==> config.mk <==
export PLATFORM = sky130hd
export DESIGN_NAME = md_ctl
export DESIGN_NICKNAME = d
export VERILOG_FILES = /design/src/rtl/md_ctl.sv
export SDC_FILE = /design/constraint.sdc
export NUM_CORES = 2
export LEC_CHECK = 0
export CAP_MARGIN = 20
export CORE_MARGIN = 4
export CORE_UTILIZATION = 45
export DETAILED_ROUTE_END_ITERATION = 7
export DONT_BUFFER_PORTS = 1
export GPL_ROUTABILITY_DRIVEN = 0
export GPL_TIMING_DRIVEN = 0
export PLACE_DENSITY = 0.57
export SYNTH_ARGS = -nofsm -noshare
export SYNTH_HDL_FRONTEND = slang
export SYNTH_SLANG_ARGS = --single-unit
==> constraint.sdc <==
create_clock -name clk -period 14.85 [get_ports clk]
set_input_delay 3.7125 -clock clk [delete_from_list [all_inputs] [get_ports clk]]
set_output_delay 3.7125 -clock clk [all_outputs]
set_load 0.01 [all_outputs]
==> src/rtl/md_ctl.sv <==
// -----------------------------------------------------------------------------
// md_ctl -- multiply/divide sequencer for the EX stage of the 5-stage pipeline.
//
// Owns the architectural HI/LO registers. It decodes the EX-stage instruction
// for mult, multu, div, divu, mthi, mtlo, mfhi and mflo. Multiplies run with a
// fixed latency of MULT_CYCLES. Divides run on a 32-step restoring divider,
// followed by one sign-fixup cycle. While the unit is busy, any HI/LO-class
// instruction in EX is held back through `stall`.
//
// Parameters
//   MULT_CYCLES  busy cycles per multiply, 1..16
//
// Ports
//   clk       rising-edge clock
//   rst       synchronous, active-high reset
//   instr_ex  instruction currently in EX
//   ex_valid  EX slot holds a real instruction (not a bubble)
//   rs_val    forwarded rs: dividend / multiplicand / mthi-mtlo data
//   rt_val    forwarded rt: divisor / multiplier
//   stall     combinational freeze request for IF/ID/EX
//   busy      registered; a mult/div is in flight
//   hi, lo    architectural HI/LO, readable by mfhi/mflo in the same cycle
// -----------------------------------------------------------------------------
module md_ctl #(
  parameter int MULT_CYCLES = 4
) (
  input  logic        clk,
  input  logic        rst,
  input  logic [31:0] instr_ex,
  input  logic        ex_valid,
  input  logic [31:0] rs_val,
  input  logic [31:0] rt_val,
  output logic        stall,
  output logic        busy,
  output logic [31:0] hi,
  output logic [31:0] lo
);

  if (MULT_CYCLES < 1 || MULT_CYCLES > 16) begin : g_bad_param
    $error("md_ctl: MULT_CYCLES must be in 1..16");
  end

  localparam logic [5:0] OP_SPECIAL = 6'h00;
  localparam logic [5:0] F_MFHI     = 6'h10;
  localparam logic [5:0] F_MTHI     = 6'h11;
  localparam logic [5:0] F_MFLO     = 6'h12;
  localparam logic [5:0] F_MTLO     = 6'h13;
  localparam logic [5:0] F_MULT     = 6'h18;
  localparam logic [5:0] F_MULTU    = 6'h19;
  localparam logic [5:0] F_DIV      = 6'h1A;
  localparam logic [5:0] F_DIVU     = 6'h1B;

  localparam logic [3:0] CNT_INIT   = 4'(MULT_CYCLES - 1);

  typedef enum logic [1:0] {
    S_IDLE,
    S_MUL,
    S_DIV,
    S_FIX
  } state_t;

  state_t      state_q, state_d;
  logic        busy_q;
  logic [31:0] hi_q, hi_d;
  logic [31:0] lo_q, lo_d;

  // Datapath working registers
  logic [63:0] prod_q, prod_d;       // multiply result waiting out the latency
  logic [3:0]  cnt_q, cnt_d;         // multiply cycles left
  logic [4:0]  step_q, step_d;       // divide step index, 31 down to 0
  logic [31:0] rem_q, rem_d;         // partial remainder (always < divisor)
  logic [31:0] quo_q, quo_d;         // dividend bits shifting out, quotient bits shifting in
  logic [31:0] dvsr_q, dvsr_d;       // divisor magnitude
  logic        neg_quo_q, neg_quo_d;
  logic        neg_rem_q, neg_rem_d;
  logic        dbz_q, dbz_d;         // divide by zero: lo is forced to all ones

  // ---------------------------------------------------------------------------
  // Decode. Only OP and FUNCT matter; the remaining fields are don't-care.
  // ---------------------------------------------------------------------------
  logic [5:0] funct;
  logic       is_special;
  logic       op_mult, op_multu, op_div, op_divu, op_mthi, op_mtlo, op_mf;
  logic       is_hilo;
  logic       accept;
  logic       unused_instr;

  assign funct        = instr_ex[5:0];
  assign is_special   = (instr_ex[31:26] == OP_SPECIAL);
  assign unused_instr = ^instr_ex[25:6];

  assign op_mult  = is_special && (funct == F_MULT);
  assign op_multu = is_special && (funct == F_MULTU);
  assign op_div   = is_special && (funct == F_DIV);
  assign op_divu  = is_special && (funct == F_DIVU);
  assign op_mthi  = is_special && (funct == F_MTHI);
  assign op_mtlo  = is_special && (funct == F_MTLO);
  assign op_mf    = is_special && ((funct == F_MFHI) || (funct == F_MFLO));
  assign is_hilo  = op_mult | op_multu | op_div | op_divu | op_mthi | op_mtlo | op_mf;

  // Stall looks only at busy and the EX instruction, never at hi/lo.
  assign stall  = ex_valid & is_hilo & busy_q;
  assign accept = ex_valid & is_hilo & (state_q == S_IDLE);

  assign busy = busy_q;
  assign hi   = hi_q;
  assign lo   = lo_q;

  // ---------------------------------------------------------------------------
  // Multiplier. A single 64x64 multiplier whose low 64 bits give the exact
  // signed or unsigned 32x32 product, depending on how the operands are
  // extended.
  // ---------------------------------------------------------------------------
  logic [63:0] mul_a, mul_b, product;

  assign mul_a   = {{32{op_mult & rs_val[31]}}, rs_val};
  assign mul_b   = {{32{op_mult & rt_val[31]}}, rt_val};
  assign product = mul_a * mul_b;

  // ---------------------------------------------------------------------------
  // Divider operand preparation: signed divides run on magnitudes, and the
  // signs are applied again in FIX.
  // ---------------------------------------------------------------------------
  logic        rs_neg, rt_neg;
  logic [31:0] rs_mag, rt_mag;

  assign rs_neg = op_div & rs_val[31];
  assign rt_neg = op_div & rt_val[31];
  assign rs_mag = rs_neg ? (-rs_val) : rs_val;
  assign rt_mag = rt_neg ? (-rt_val) : rt_val;

  // One restoring step: shift the next dividend bit into the remainder, then
  // try the subtraction. A clear borrow bit means the divisor fit. With a zero
  // divisor every step fits, so the quotient becomes all ones and the
  // remainder becomes the dividend magnitude.
  logic [32:0] partial, diff;
  logic        fits;

  assign partial = {rem_q, quo_q[31]};
  assign diff    = partial - {1'b0, dvsr_q};
  assign fits    = ~diff[32];

  logic [31:0] quo_fix, rem_fix;

  assign quo_fix = neg_quo_q ? (-quo_q) : quo_q;
  assign rem_fix = neg_rem_q ? (-rem_q) : rem_q;

  // ---------------------------------------------------------------------------
  // Next-state and datapath logic
  // ---------------------------------------------------------------------------
  // NOTE: every signal gets a hold value first, so no path through the case
  // statement leaves a signal unassigned and a latch is never inferred.
  always_comb begin
    state_d   = state_q;
    hi_d      = hi_q;
    lo_d      = lo_q;
    prod_d    = prod_q;
    cnt_d     = cnt_q;
    step_d    = step_q;
    rem_d     = rem_q;
    quo_d     = quo_q;
    dvsr_d    = dvsr_q;
    neg_quo_d = neg_quo_q;
    neg_rem_d = neg_rem_q;
    dbz_d     = dbz_q;

    unique case (state_q)
      S_IDLE: begin
        if (accept) begin
          if (op_mthi) begin
            hi_d = rs_val;
          end else if (op_mtlo) begin
            lo_d = rs_val;
          end else if (op_mult || op_multu) begin
            prod_d  = product;
            cnt_d   = CNT_INIT;
            state_d = S_MUL;
          end else if (op_div || op_divu) begin
            rem_d     = '0;
            quo_d     = rs_mag;
            dvsr_d    = rt_mag;
            neg_quo_d = rs_neg ^ rt_neg;
            neg_rem_d = rs_neg;
            dbz_d     = (rt_val == 32'd0);
            step_d    = 5'd31;
            state_d   = S_DIV;
          end
          // mfhi/mflo: read-only, nothing to update
        end
      end

      S_MUL: begin
        if (cnt_q == 4'd0) begin
          hi_d    = prod_q[63:32];
          lo_d    = prod_q[31:0];
          state_d = S_IDLE;
        end else begin
          cnt_d = cnt_q - 4'd1;
        end
      end

      S_DIV: begin
        rem_d = fits ? diff[31:0] : partial[31:0];
        quo_d = {quo_q[30:0], fits};
        if (step_q == 5'd0) begin
          state_d = S_FIX;
        end else begin
          step_d = step_q - 5'd1;
        end
      end

      S_FIX: begin
        lo_d    = dbz_q ? 32'hFFFF_FFFF : quo_fix;
        hi_d    = rem_fix;
        state_d = S_IDLE;
      end

      default: state_d = S_IDLE;
    endcase
  end

  // ---------------------------------------------------------------------------
  // Architectural state: cleared by reset, which also aborts any operation.
  // ---------------------------------------------------------------------------
  always_ff @(posedge clk) begin
    if (rst) begin
      state_q <= S_IDLE;
      busy_q  <= 1'b0;
      hi_q    <= '0;
      lo_q    <= '0;
    end else begin
      state_q <= state_d;
      busy_q  <= (state_d != S_IDLE);
      hi_q    <= hi_d;
      lo_q    <= lo_d;
    end
  end

  // NOTE: the working registers are left without a reset. Each one is loaded
  // on the accept edge before it is read, so clearing them would only add
  // reset fan-out.
  always_ff @(posedge clk) begin
    prod_q    <= prod_d;
    cnt_q     <= cnt_d;
    step_q    <= step_d;
    rem_q     <= rem_d;
    quo_q     <= quo_d;
    dvsr_q    <= dvsr_d;
    neg_quo_q <= neg_quo_d;
    neg_rem_q <= neg_rem_d;
    dbz_q     <= dbz_d;
  end

endmodule

==> metrics.txt <==
Layout Nets=7225; status=finished, violations left; Mapped Nets=7179; Mapped Cells=5704; Root Buffer=clkbuf_16; vias in the first global route=41883; vias per cell=5.689; critical path type=in2reg; commonest cells after routing, fill and taps aside=inv_1, fa_1, nand2_1, and2_1, clkbuf_1; Highest Clock Rate=0.07064 GHz; CTS tree=done; ANT nets after route=0; Sink Count=239; GR Overflow Total=0; Synth area leader=fa_1; Vias=41512; Setup crit end kind=flop; RSZ-0062 raised after global routing=no; Async S/R FF share, synth=0%; fraction of layout cells with a size suffix above 1=2.272%; Post-CTS Hold Buffers=0; Finish-stage setup viols=0; WL per Instance=27.52 µm; failing checks=DRC; Netlist cell types=84; Setup Skew=0.01150 ns; area delta synth->final=5.770%; Longest Clk Path Bufs=3; TritonCTS buffer count=23; #FFs+latches synth=239; # IOs=165; crit path DAT=14.42 ns; commonest non-fill, non-tap cell in the layout=inv_1; antenna violations before repair=16; Synth top area share=43.38%; Syn Area/Cell=9.109 µm²; post-CTS setup buffer count=0; Slew headroom=13.52%; DRT Wirelength=200.8 mm; Detailed Place HPWL=167.3 mm; max-cap violations=0; Die W=347.8 µm; Final Max Slew Viols=0; fillers=11007; worst hold path type=reg2reg; Post-Layout Inst Area=0.05496 mm²; Std-Cell Rows=124; min Tclk post-route=14.16 ns; YS warnings=0; synthesized area=0.05196 mm²; Cell Area, Placed=0.05408 mm²; Clock transition at path regs=0.07 ns; drt first pass iters=8; post-route setup TNS=0 ns; Req. time, crit path=15.11 ns; core area=0.1145 mm²; Tot GR Track Use=33.19%; Post-synth EDFFs=172; final hold violations=0; part of the Yosys area used for sequential elements=12.52%; dominant synthesized flop cell=edfxtp_1; Starting Density=45.38%; buffers added on ports=0; DRC=1; # resized after CTS=0; Hold Slack=0.5394 ns; die area=0.1210 mm²; final worst path period share=95.33%; Synth area leaders=fa_1, edfxtp_1, inv_1; Setup crit start kind=input pin; Crit Path Max Fanout=10; die height=347.8 µm; first-pass GRT wire length=291.0 mm; worst skew pair latency=0.54 ns; First DRT Iteration DRCs=4477; largest net degree at the start of global routing=65; H-tree Lvls=1; measured slew at the worst slew-check pin=1.297 ns; R2R Setup Slk=10.95 ns
[state kept, by name, summed over array words and instances, names as in the netlist]
name	count
busy	1
cnt_q	4
dbz_q	1
dvsr_q	32
hi	32
lo	32
neg_quo_q	1
neg_rem_q	1
prod_q	64
quo_q	32
rem_q	32
state_q	2
step_q	5
[metrics by stage]
stage	instances	worst slack, ns	util, %
after floorplan	5704	2.864	-
after global placement	7216	0.2895	47.03
after detailed placement	7229	0.2583	47.23
after CTS	7269	0.8096	47.85
after global routing	7283	0.3405	47.97
final	7297	0.6930	48.00
[logic make-up after synthesis]
family | after synthesis | share of synthesized area, %
AND/OR/NAND/NOR | 1730 | 15.30
buffers and inverters | 1545 | 11.23
adder cells (fa/ha/maj) | 1376 | 49.40
AO/OA/AOI/OAI | 587 | 7.662
flip-flops | 239 | 12.52
XOR/XNOR | 224 | 3.826
multiplexers | 3 | 0.05780
[final cells by class]
type                       instances  area, µm²  area share (%)
antenna                           20      50.05         0.09107
buffer                           353       1374           2.500
clock buffer                      28      594.3           1.081
clock inverter                    12      107.6          0.1958
inverter                        1192       4474           8.142
multi-input combinational       3920      39630           72.11
sequential                       239       6506           11.84
tap                             1512       1892           3.442
timing repair buffer              21      330.3          0.6011
[layer usage]
layer	global-route usage, %	wire (µm)
met3	8.261	22390
met4	15.79	11940
met1	43.71	77700
met2	51.75	88760
met5	0	29
[final timing paths]
kind                             startpoint         end  cells past startpoint
worst max-delay path            instr_ex[5]  prod_q[60]                     27
worst min-delay path                 lo[15]      lo[15]                      2
worst max register to register    rem_q[13]   rem_q[15]                     13
worst min register to register       lo[15]      lo[15]                      2
[critical path: stages]
cell	delay [ns]
nor3b_1	0.27
nand4_1	0.36
nor3_1	0.65
and2_1	0.31
clkbuf_1	0.84
nand2_1	0.25
inv_1	0.19
fa_1	0.49
fa_1	0.65
fa_1	0.56
inv_1	0.47
fa_1	0.54
fa_1	0.55
fa_1	0.58
fa_1	0.44
fa_1	0.58
inv_1	0.07
ha_1	0.37
a21oi_1	0.35
o22ai_1	0.14
a2111o_1	0.38
nor3b_1	0.32
a211oi_2	0.17
nor3_1	0.40
nor4_1	0.17
o21ai_0	0.17
or3b_1	0.41
[cell usage after synthesis (13+ instances only)]
cell type and instances:
a211oi_1 38, a21o_1 39, a21oi_1 156, a311oi_1 33
and2_1 328, and3_1 28, buf_1 56, clkbuf_1 285
dfxtp_1 67, edfxtp_1 172, fa_1 1126, ha_1 250
inv_1 1191, nand2_1 934, nand3_1 35, nand4_1 18
nor2_1 221, nor2b_1 26, nor3_1 46, nor4_1 13
o211ai_1 27, o21ai_0 124, o21bai_1 13, o221ai_1 17
o31ai_1 30, o41ai_1 15, or3_1 15, xnor2_1 128
xor2_1 94
Power is not shown: default switching activity piles up to over one toggle a cycle in this logic, so the estimate is an artifact.
